==> config.mk <==
export PLATFORM = sky130hd
export DESIGN_NAME = lexer_char_to_token
export DESIGN_NICKNAME = d
export VERILOG_FILES = /design/src/rtl/lexer_char_to_token.sv
export SDC_FILE = /design/constraint.sdc
export NUM_CORES = 1
export LEC_CHECK = 0
export CELL_PAD_IN_SITES_DETAIL_PLACEMENT = 1
export CELL_PAD_IN_SITES_GLOBAL_PLACEMENT = 1
export CORE_ASPECT_RATIO = 0.5
export CORE_UTILIZATION = 37
export DETAILED_ROUTE_END_ITERATION = 8
export GPL_TIMING_DRIVEN = 0
export PLACE_DENSITY = 0.86
export SLEW_MARGIN = 15
export SYNTH_ARGS = -nofsm -noshare
export SYNTH_HDL_FRONTEND = slang
export SYNTH_SLANG_ARGS = --single-unit
export TNS_END_PERCENT = 1
==> constraint.sdc <==
create_clock -name CLK -period 2.36 [get_ports CLK]
set_input_delay 0.236 -clock CLK [delete_from_list [all_inputs] [get_ports CLK]]
set_output_delay 0.236 -clock CLK [all_outputs]
set_load 0.02 [all_outputs]
==> src/rtl/lexer_char_to_token.sv <==
// Character-stream tokeniser producing {kind, value} tokens for the LR parser.
// Optional build macro LEXER_NUM_SAT_EN: number literals saturate at 8'hFF instead of wrapping.
module lexer_char_to_token #(
    parameter logic [7:0] TOK_NUM  = 8'h00,
    parameter logic [7:0] TOK_PLUS = 8'h01,
    parameter logic [7:0] TOK_STAR = 8'h02,
    parameter logic [7:0] TOK_EOF  = 8'h03,
    parameter logic [7:0] EOF_CHAR = 8'h3B
) (
    input  logic        CLK,
    input  logic        RST_N,
    input  logic        I_VALID,
    input  logic [7:0]  I_CHAR,
    output logic        O_READY,
    output logic        O_VALID,
    output logic [15:0] O_TOKEN,
    input  logic        I_RECEIVE,
    output logic        DONE,
    output logic        ERROR,
    output logic [7:0]  ERR_CHAR
);

    localparam logic [2:0] S_SCAN  = 3'd0;
    localparam logic [2:0] S_NUM   = 3'd1;
    localparam logic [2:0] S_EMIT  = 3'd2;
    localparam logic [2:0] S_DONE  = 3'd3;
    localparam logic [2:0] S_ERROR = 3'd4;

    logic [2:0]  state_q, state_d;
    logic [7:0]  acc_q, acc_d;
    logic        pend_q, pend_d;
    logic [7:0]  pend_char_q, pend_char_d;
    logic        eof_q, eof_d;
    logic [15:0] tok_q, tok_d;
    logic        valid_q, valid_d;
    logic        ready_q, ready_d;
    logic        done_q, done_d;
    logic        error_q, error_d;
    logic [7:0]  err_char_q, err_char_d;
    logic        have_char_s;
    logic [7:0]  char_s;

    function automatic logic is_digit(input logic [7:0] ch);
        return (ch >= 8'h30) && (ch <= 8'h39);
    endfunction

    function automatic logic is_space(input logic [7:0] ch);
        return (ch == 8'h20) || (ch == 8'h09) || (ch == 8'h0A) || (ch == 8'h0D);
    endfunction

    // ASCII digits sit at 0x30-0x39, so the low nibble is the digit value.
    function automatic logic [7:0] acc_step(input logic [7:0] acc, input logic [7:0] ch);
`ifdef LEXER_NUM_SAT_EN
        logic [11:0] wide;
        wide = ({4'h0, acc} * 12'd10) + {8'h00, ch[3:0]};
        return (wide > 12'd255) ? 8'hFF : wide[7:0];
`else
        return (acc * 8'd10) + {4'h0, ch[3:0]};
`endif
    endfunction

    assign have_char_s = pend_q | (I_VALID & ready_q);
    assign char_s      = pend_q ? pend_char_q : I_CHAR;

    // Next-state and datapath decode for the scanner FSM.
    always_comb begin
        state_d     = state_q;
        acc_d       = acc_q;
        pend_d      = pend_q;
        pend_char_d = pend_char_q;
        eof_d       = eof_q;
        tok_d       = tok_q;
        valid_d     = valid_q;
        done_d      = done_q;
        error_d     = error_q;
        err_char_d  = err_char_q;
        case (state_q)
            S_SCAN: begin
                if (have_char_s) begin
                    pend_d = 1'b0;
                    if (is_space(char_s)) begin
                        state_d = S_SCAN;
                    end else if (is_digit(char_s)) begin
                        acc_d   = {4'h0, char_s[3:0]};
                        state_d = S_NUM;
                    end else if (char_s == 8'h2B) begin
                        tok_d   = {TOK_PLUS, 8'h00};
                        valid_d = 1'b1;
                        state_d = S_EMIT;
                    end else if (char_s == 8'h2A) begin
                        tok_d   = {TOK_STAR, 8'h00};
                        valid_d = 1'b1;
                        state_d = S_EMIT;
                    end else if (char_s == EOF_CHAR) begin
                        tok_d   = {TOK_EOF, 8'h00};
                        eof_d   = 1'b1;
                        valid_d = 1'b1;
                        state_d = S_EMIT;
                    end else begin
                        err_char_d = char_s;
                        error_d    = 1'b1;
                        state_d    = S_ERROR;
                    end
                end else begin
                    state_d = S_SCAN;
                end
            end
            S_NUM: begin
                if (have_char_s) begin
                    if (is_digit(char_s)) begin
                        acc_d = acc_step(acc_q, char_s);
                    end else begin
                        // Terminator is replayed from the pending register after the token.
                        tok_d       = {TOK_NUM, acc_q};
                        pend_d      = 1'b1;
                        pend_char_d = char_s;
                        valid_d     = 1'b1;
                        state_d     = S_EMIT;
                    end
                end else begin
                    state_d = S_NUM;
                end
            end
            S_EMIT: begin
                if (I_RECEIVE) begin
                    valid_d = 1'b0;
                    state_d = eof_q ? S_DONE : S_SCAN;
                    done_d  = eof_q;
                end else begin
                    valid_d = 1'b1;
                end
            end
            S_DONE: begin
                valid_d = 1'b0;
                done_d  = 1'b1;
            end
            S_ERROR: begin
                valid_d = 1'b0;
                error_d = 1'b1;
            end
            default: begin
                state_d = S_SCAN;
                valid_d = 1'b0;
            end
        endcase
        ready_d = ((state_d == S_SCAN) || (state_d == S_NUM)) && !pend_d;
    end

    // State and output registers.
    always_ff @(posedge CLK or negedge RST_N) begin
        if (!RST_N) begin
            state_q     <= S_SCAN;
            acc_q       <= 8'h00;
            pend_q      <= 1'b0;
            pend_char_q <= 8'h00;
            eof_q       <= 1'b0;
            tok_q       <= 16'h0000;
            valid_q     <= 1'b0;
            ready_q     <= 1'b1;
            done_q      <= 1'b0;
            error_q     <= 1'b0;
            err_char_q  <= 8'h00;
        end else begin
            state_q     <= state_d;
            acc_q       <= acc_d;
            pend_q      <= pend_d;
            pend_char_q <= pend_char_d;
            eof_q       <= eof_d;
            tok_q       <= tok_d;
            valid_q     <= valid_d;
            ready_q     <= ready_d;
            done_q      <= done_d;
            error_q     <= error_d;
            err_char_q  <= err_char_d;
        end
    end

    assign O_READY  = ready_q;
    assign O_VALID  = valid_q;
    assign O_TOKEN  = tok_q;
    assign DONE     = done_q;
    assign ERROR    = error_q;
    assign ERR_CHAR = err_char_q;

endmodule

==> results of run 1 <==
-- per-stage QoR --
step	total power, mW	instances
after floorplan	1.81	244
after global placement	2.24	365
after detailed placement	2.33	366
after CTS	3.15	385
after global routing	3.40	388
final	3.25	388
-- what timing repair did --
item	CTS	global route
buffers inserted	9	3
resized for setup	29	16
pin swaps	9	4
setup endpoints to repair	24	35
gates cloned	1	0
hold buffers	1	0
hold endpoints to repair	17	0
-- registers in the layout, summed over array words and instances (netlist names) --
| name | cells |
|---|---|
| ERROR | 1 |
| pend_char_q | 8 |
| O_TOKEN | 10 |
| pend_q | 1 |
| O_VALID | 1 |
| DONE | 1 |
| O_READY | 1 |
| state_q | 3 |
| acc_q | 8 |
| ERR_CHAR | 8 |
| eof_q | 1 |
-- layout by cell type (no fill, tap or decap), types with 3 or more instances in the layout --
cell type	instances
a21o_1	4
a21oi_1	15
buf_2	3
buf_4	19
clkbuf_1	5
clkbuf_16	5
clkdlybuf4s50_1	32
clkinv_2	3
conb_1	6
dfrtp_1	40
ha_1	8
inv_1	18
mux2_2	11
mux2_4	6
mux2i_1	3
mux2i_4	3
nand2_1	8
nand4_1	8
nor2_1	21
nor3_1	4
o21ai_0	12
or2_1	3
or3_1	5
xnor2_1	3
-- how the worst max path moves through the flow --
| stage | endpoint | slack [ps] | start |
|---|---|---|---|
| finish | ERR_CHAR[2] | -250 | pend_q |
| global route | ERR_CHAR[3] | -280 | pend_q |
| CTS | O_READY | -100 | pend_q |
| detailed placement | O_TOKEN[6] | -610 | I_CHAR[2] |
| global placement | acc_q[7] | -380 | I_CHAR[1] |
| floorplan | acc_q[7] | 10 | pend_q |
-- where the power goes --
group / switching, mW / internal (mW) / total (mW)
Sequential: 0.179 / 0.959 / 1.14
Combinational: 0.749 / 0.683 / 1.43
Clock: 0.293 / 0.386 / 0.680
-- cells by family (layout without fill, tap and decap cells) --
logic type,after synthesis,after routing
simple gates,64,64
compound gates,50,50
flops,43,43
buf+inv,37,93
mux,25,25
fa+ha+maj,12,12
xor+xnor,7,7
other cells,1,6
-- layer usage --
| layer | GRT usage [%] | routed length [µm] | up-vias |
|---|---|---|---|
| met3 | 4.19 | 413 | 31 |
| met5 | 0 | 0 | - |
| li1 | - | - | 955 |
| met1 | 27.8 | 3240 | 1093 |
| met4 | 16.5 | 334 | 0 |
| met2 | 43.0 | 4090 | 91 |
-- final cells by class --
cell class / instances / area (µm²) / area share, %
inverters: 20 / 75.1 / 2.25
multi-input cells: 164 / 1360 / 40.8
clock buffers: 5 / 125 / 3.75
clock inverters: 3 / 15.0 / 0.450
plain buffers: 17 / 109 / 3.27
repair buffers: 48 / 460 / 13.8
well taps: 88 / 110 / 3.30
flip-flops and latches: 43 / 1080 / 32.4
==> impl_results.md, run 1 <==
* Post-synthesis sequential area ratio at 44.5%
* First-pass GRT wire length at 12,300 µm
* Clk root buf: clkbuf_16
* Largest fanout on the critical path at 8
* Total number of vias at 2,170
* PortBufs at 33
* Initial Util at 39.1%
* # clock sinks at 43
* Total track usage at 24.4%
* Count leader, synth: dfrtp_1
* FILL cells at 694
* Layout cells sized above 1 at 29.0%
* Fin area at 0.00333 mm²
* Antenna violations before repair at 0
* Die Wd at 116 µm
* Count of flip-flops with a built-in enable after synthesis at 0
* Crit path max-delay cell type: or4_1
* CTS Buf Count at 5
* Fin crit share at 111%
* Worst r2r dst: ERR_CHAR[2]
* DRT Pass-1 Iters at 4
* Vias in the first global route at 2,358
* Core Region at 0.00618 mm²
* Final ANT Viol Nets at 0
* Via density at 5.59
* Placed Area at 0.00290 mm²
* PD cells at 975 mW/mm²
* Worst slew pin tran at 518 ps
* Path depth of the worst reg2reg path at 8
* WHS at 463 ps
* Clock Tree Buf Depth at 2
* Crit Reg-Reg Startpoint: pend_q
* Final min period at 2610 ps
* R2R setup slack at -250 ps
* Final Hold Vio Count at 0
* DRC errors left at 0
* Yosys top cell area share at 43.4%
* Slew HR at 65.5%
* Ys async rst share at 100%
* Max-cap violations at 0
* LEAKAGE at 1.56 nW
* Initial drt markers at 139
* Max VDD drop at 0.319 mV
* Mapped cell area at 0.00242 mm²
* Post-Synth Adder-Cell Area at 6.83%
* Die Y at 59.2 µm
* Seq cells post-synth at 43
* Clock Skews at 2.28 ps
* Largest family of logic cells by synthesized area: simple AND/OR/NAND/NOR gates
* Place WS at -613 ps
* Synth Area in Compound Gates at 12.6%
* XOR/XNOR Fraction of Synth Area at 2.53%
* Largest net degree at the start of global routing at 26
* GRT overflow at 0
* # IOs at 40
* Failing checks: negative setup slack
* Setup-failing EPs final at 11
* Setup crit end kind: flop
* Simple-gate area share of the yosys netlist at 13.7%
* RSZ-0062 raised after global routing: yes
* Synth cell count leaders: dfrtp_1, nor2_1, inv_1
* Critical Path Stages at 8
* Outcome: finished with violations
* CP peak stage delay at 520 ps
* WS Path Type: reg2reg
* CP required at 2530 ps
* Leading area contributor after synthesis: dfrtp_1
* Post-Route WL at 8070 µm
* Diodes inserted at 0
* CTS tree: built
* Cells after synthesis at 239
* Multiplexer share of the synthesized area at 12.3%
* WP buf/inv at 2
* Critical path's top delay family: simple AND/OR/NAND/NOR gates
* Final Wtd Congestion at 0.859
* Die ar. at 0.00689 mm²
* Setup WS post-layout at -249 ps
* Top cells by area, synth: dfrtp_1, ha_1, mux2_2, mux2_4, a21oi_1
* Setup crit start kind: flop
* Avg WL per Cell at 20.8 µm
* Fin nets at 323
* Mean Syn Cell Area at 10.1 µm²
* Tightest Hold Check Type: in2async
* FMAX at 383 MHz
* Crit-path cells: buf_4, nor3b_2, o21ai_2, nor4_4, or2_1, or4_1, buf_6, mux2_4
* DP HPWL at 4800 µm
* Setup tns final at -1950 ps
* Synth cell types at 46
* Placement Rows at 20
* CTS clk-pin slew, worst paths at 60 ps
* Ys Warns at 0
* Max Slew Vio Count at 0
* H-tree depth at 2
* P&R area growth vs syn at 37.7%
* Clk_lat worst skew at 290 ps
* Worst Path Arrival at 2780 ps
* Most frequently used flop master after synthesis: dfrtp_1
* Utilization after layout at 53.9%
Power figures use the tool's default switching activity.
==> run 2: changes to the inputs <==
--- a/config.mk
+++ b/config.mk
@@ -12,7 +12,7 @@
 export DETAILED_ROUTE_END_ITERATION = 8
 export GPL_TIMING_DRIVEN = 0
 export PLACE_DENSITY = 0.86
-export SLEW_MARGIN = 15
+export RECOVER_POWER = 25
 export SYNTH_ARGS = -nofsm -noshare
 export SYNTH_HDL_FRONTEND = slang
 export SYNTH_SLANG_ARGS = --single-unit
==> run 2 against run 1 <==
Effect of this change:
- the run still ends with negative setup slack left
- sequential power about the same
- critical path type unchanged
- non-clock buffer count unchanged
- flip-flop and latch count unchanged
- clock skew about the same
- routed wire length decreased by 0.12%
- count of clock-buffer cells in the layout unchanged
- highest routed layer unchanged
- global-route usage unchanged
- largest cell class unchanged
==> impl_results.md, run 2 (same netlist as run 1, synthesis figures left out) <==
* R2R setup slack at -250 ps
* Total number of vias at 2,171
* Die Wd at 116 µm
* DP HPWL at 4800 µm
* Utilization after layout at 53.5%
* Setup crit end kind: flop
* Fin nets at 323
* Clk root buf: clkbuf_16
* Setup-failing EPs final at 11
* Worst slew pin tran at 1080 ps
* Fin crit share at 111%
* Largest net degree at the start of global routing at 26
* Final Wtd Congestion at 0.859
* DRT Pass-1 Iters at 4
* Area of the multi-input gates at 0.00136 mm²
* Place WS at -613 ps
* P&R area growth vs syn at 36.8%
* CP peak stage delay at 520 ps
* # IOs at 40
* PortBufs at 33
* Core Region at 0.00618 mm²
* Commonest non-fill, non-tap cell in the layout: dfrtp_1
* Max Slew Vio Count at 0
* Tightest Hold Check Type: reg2reg
* Layout cells sized above 1 at 28.7%
* Largest fanout on the critical path at 8
* Final ANT Viol Nets at 0
* FILL cells at 695
* Die ar. at 0.00689 mm²
* Crit path max-delay cell type: or4_1
* Register area at 0.00108 mm²
* Critical path's top delay family: simple AND/OR/NAND/NOR gates
* Commonest non-fill, non-tap cells in the layout: dfrtp_1, clkdlybuf4s50_1, nor2_1
* LEAKAGE at 1.55 nW
* FMAX at 383 MHz
* DRC errors left at 0
* Max VDD drop at 0.319 mV
* Initial drt markers at 139
* Failing checks: negative setup slack
* Final Hold Vio Count at 0
* Die Y at 59.2 µm
* Placement Rows at 20
* Initial Util at 39.1%
* Setup tns final at -1940 ps
* PD cells at 980 mW/mm²
* Max-cap violations at 0
* Worst Path Arrival at 2780 ps
* Outcome: finished with violations
* Total track usage at 24.4%
* Crit-path cells: buf_4, nor3b_2, o21ai_2, nor4_4, or2_1, or4_1, buf_6, mux2_4
* CTS tree: built
* WP buf/inv at 2
* WS Path Type: reg2reg
* Clock Skews at 2.35 ps
* H-tree depth at 2
* Slew HR at 28.1%
* CP required at 2530 ps
* RSZ-0062 raised after global routing: yes
* Vias in the first global route at 2,358
* Post-Route WL at 8060 µm
* Final Power at 3.24 mW
* CTS Buf Count at 5
* Max reg flops at 10
* Clock Tree Buf Depth at 2
* First-pass GRT wire length at 12,300 µm
* GRT overflow at 0
* # clock sinks at 43
* Clk_lat worst skew at 290 ps
* Final min period at 2610 ps
* Avg WL per Cell at 20.8 µm
* Diodes inserted at 0
* Setup crit start kind: flop
* Via density at 5.60
* Setup WS post-layout at -249 ps
* CTS clk-pin slew, worst paths at 60 ps
* Antenna violations before repair at 0
## run 2: cell count changes in the layout (fill, tap and decap cells not counted), sizes merged
| cell | delta |
|---|---|
| clkbuf | +2 |
| buf | -2 |
## run 2: where the power goes
| group | internal [mW] | total, mW | switching [mW] |
|---|---|---|---|
| registers | 0.959 | 1.14 | 0.179 |
| clock network | 0.386 | 0.680 | 0.293 |
| logic | 0.679 | 1.43 | 0.748 |
| total | 2.02 | 3.24 | 1.22 |
## run 2: metrics by stage
step	cell area [µm²]	hold slack, ps	instances
finish	3310	465	388
global route	3310	493	388
CTS	3250	476	385
detailed placement	2900	241	366
global placement	2880	451	365
floorplan	2440	-59.6	244
## run 2: final cells by class
type	instances	share of cell area, %
flip-flops and latches	43	32.6
multi-input cells	164	41.1
clock inverters	3	0.454
well taps	88	3.33
clock buffers	5	3.78
inverters	20	2.27
plain buffers	17	3.29
repair buffers	48	13.2
## run 2: timing repair
item	CTS	global route
gates resized for setup	29	16
endpoints found under the hold margin	17	0
buffers inserted	9	3
pin swaps	9	4
endpoints found under the setup margin	24	35
hold buffers	1	0
cloned	1	0
## run 2: per-layer routing
metal,vias up,wire (µm),global-route usage (%)
li1,955,-,-
met1,1094,3220,27.8
met2,91,4090,43.0
met3,31,413,4.19
met4,0,334,16.5
met5,-,0,0
## run 2: final timing paths
check / startpoint / to / cells after the start
max: pend_q / ERR_CHAR[2] / 8
min: ERROR / ERROR / 1
max reg2reg: pend_q / ERR_CHAR[2] / 8
min reg2reg: ERROR / ERROR / 1
max in group asynchronous: RST_N / acc_q[0] / 3
min in group asynchronous: RST_N / ERROR / 2
==> run 3: changes to the inputs <==
--- a/config.mk
+++ b/config.mk
@@ -8,12 +8,11 @@
 export CELL_PAD_IN_SITES_DETAIL_PLACEMENT = 1
 export CELL_PAD_IN_SITES_GLOBAL_PLACEMENT = 1
 export CORE_ASPECT_RATIO = 0.5
-export CORE_UTILIZATION = 37
+export CORE_UTILIZATION = 44
 export DETAILED_ROUTE_END_ITERATION = 8
 export GPL_TIMING_DRIVEN = 0
-export PLACE_DENSITY = 0.86
+export PLACE_DENSITY = 0.95
 export RECOVER_POWER = 25
 export SYNTH_ARGS = -nofsm -noshare
 export SYNTH_HDL_FRONTEND = slang
 export SYNTH_SLANG_ARGS = --single-unit
-export TNS_END_PERCENT = 1
==> constraint.sdc (replaced) <==
create_clock -name CLK -period 3.1 [get_ports CLK]
set_input_delay 0.31 -clock CLK [delete_from_list [all_inputs] [get_ports CLK]]
set_output_delay 0.31 -clock CLK [all_outputs]
set_load 0.02 [all_outputs]
==> run 3 against run 2 <==
Effect of this change:
- the run ends with max-capacitance violations, max-slew violations left
- highest routed layer unchanged
- final area fell by 9.3%
- global-route usage rose by 4.6 points
- routed wire length fell by 3.4%
- flip-flop and latch count did not move
==> impl_results.md, run 3 (same netlist as run 1, synthesis figures left out) <==
* Outcome: finished with violations
* Failing checks: max-capacitance violations, max-slew violations
* GRT overflow at 0
* Clock Tree Buf Depth at 2
* Max-cap violations at 1
* First-pass GRT wire length at 12,100 µm
* Total number of vias at 2,103
* Initial drt markers at 129
* Initial Util at 47.3%
* Placed insts at 348
* Final Wtd Congestion at 0.812
* Post-Route WL at 7790 µm
* Fin cells at 357
* Final ANT Viol Nets at 0
* Vias in the first global route at 2,219
* CP required at 3310 ps
* Register area at 0.00108 mm²
* Clk pwr share at 20.9%
* Worst slew pin tran at 1600 ps
* H-tree depth at 2
* # clock sinks at 43
* Worst Path Arrival at 3140 ps
* Clk root buf: clkbuf_8
* WS Path Type: reg2reg
* Logic pwr share at 41.8%
* Core Region at 0.00511 mm²
* Fin nets at 310
* CTS Buf Count at 5
* Clk_lat worst skew at 320 ps
* Area of the multi-input gates at 0.00119 mm²
* Setup crit start kind: flop
* Crit-path cells: buf_6, mux2i_2, inv_1, ha_1, nor2b_1, o2111ai_1, xnor2_1, xnor2_1, nor2_1, mux2_2
* Die Y at 54.4 µm
* Sw Ratio at 38.4%
* PD cells at 776 mW/mm²
* Final min period at 2940 ps
* Critical path's top delay family: multiplexers
* WP buf/inv at 2
* Placement Rows at 18
* DRT Pass-1 Iters at 4
* Max reg flops at 10
* FILL cells at 556
* DRC errors left at 0
* Setup tns final at 0 ps
* P_int at 1.43 mW
* Cell repeated most along the worst path: xnor2_1
* Largest fanout on the critical path at 10
* Slew HR at -6.70%
* CTS clk-pin slew, worst paths at 90 ps
* Max VDD drop at 0.412 mV
* Max Slew Vio Count at 35
* Postcts setup bufs at 0
* Final Hold Vio Count at 0
* P&R area growth vs syn at 24.0%
* FMAX at 340 MHz
* LEAKAGE at 1.44 nW
* CP peak stage delay at 440 ps
* PortBufs at 33
* Setup crit end kind: flop
* Commonest non-fill, non-tap cell in the layout: dfrtp_1
* Largest net degree at the start of global routing at 35
* Setup-failing EPs final at 0
* CTS tree: built
* Switching power at 894 µW
* Via density at 5.89
* # IOs at 40
* Total track usage at 28.9%
* DP HPWL at 5130 µm
* RSZ-0062 raised after global routing: no
* Antenna violations before repair at 0
* Tightest Hold Check Type: reg2reg
* Clock Skews at 7.92 ps
* Die ar. at 0.00582 mm²
* Commonest non-fill, non-tap cells in the layout: dfrtp_1, clkdlybuf4s50_1, nor2_1
* Place WS at 112 ps
* Sequential power share at 37.4%
* Die Wd at 107 µm
* Layout cells sized above 1 at 15.0%
* Setup WS post-layout at 163 ps
* Fin crit share at 94.8%
* Crit path max-delay cell type: dfrtp_1
* Diodes inserted at 0
* Avg WL per Cell at 21.8 µm
[run 3: area by class of cell]
| cell class | instances | area share [%] |
|---|---|---|
| Timing Repair Buffer | 35 | 11.6 |
| Sequential cell | 43 | 35.9 |
| Clock inverter | 2 | 1.17 |
| Tap cell | 70 | 2.92 |
| Multi-Input combinational cell | 164 | 39.8 |
| Clock buffer | 6 | 2.75 |
| Inverter | 20 | 2.50 |
| Buffer | 17 | 3.42 |
[run 3: metrics by stage]
step                utilization, %  cell area, µm²  hold WS [ps]  power, mW
global route                  58.7            3000           504       2.42
detailed placement            56.2            2870           204       1.79
floorplan                        -            2440          14.4       1.38
global placement              55.9            2860           450       1.70
CTS                           58.7            3000           425       2.32
finish                        58.7            3000           479       2.33
[run 3: path summary, 6_finish.rpt]
check / startpoint / slack, ps / endpoint / cells after the start
worst max-delay path: pend_q / 160 / acc_q[7] / 10
worst min-delay path: ERROR / 480 / ERROR / 1
min in group asynchronous: RST_N / 530 / O_TOKEN[1] / 2
worst max register to register: pend_q / 160 / acc_q[7] / 10
max in group asynchronous: RST_N / 550 / ERR_CHAR[5] / 3
worst min register to register: ERROR / 480 / ERROR / 1
[run 3: power groups by stage]
| stage | logic, mW | clock network, mW | registers [mW] |
|---|---|---|---|
| global placement | 0.861 | 0 | 0.841 |
| global route | 1.03 | 0.506 | 0.887 |
| detailed placement | 0.932 | 0 | 0.861 |
| floorplan | 0.402 | 0 | 0.976 |
| finish | 0.972 | 0.486 | 0.869 |
| CTS | 0.966 | 0.487 | 0.864 |
[run 3: layer usage]
layer | up-vias | track usage, % | part of all wire (%)
met5 | - | 0 | 0
met4 | 0 | 15.8 | 3.7
met3 | 32 | 7.86 | 7.0
met2 | 107 | 48.6 | 48
met1 | 1045 | 35.3 | 41
li1 | 919 | - | -
[run 3: repair_timing]
item | CTS | global route
hold endpoints to repair | 9 | 0
resized for setup | 0 | 2
endpoints found under the setup margin | 0 | 4
hold buffers | 1 | 0
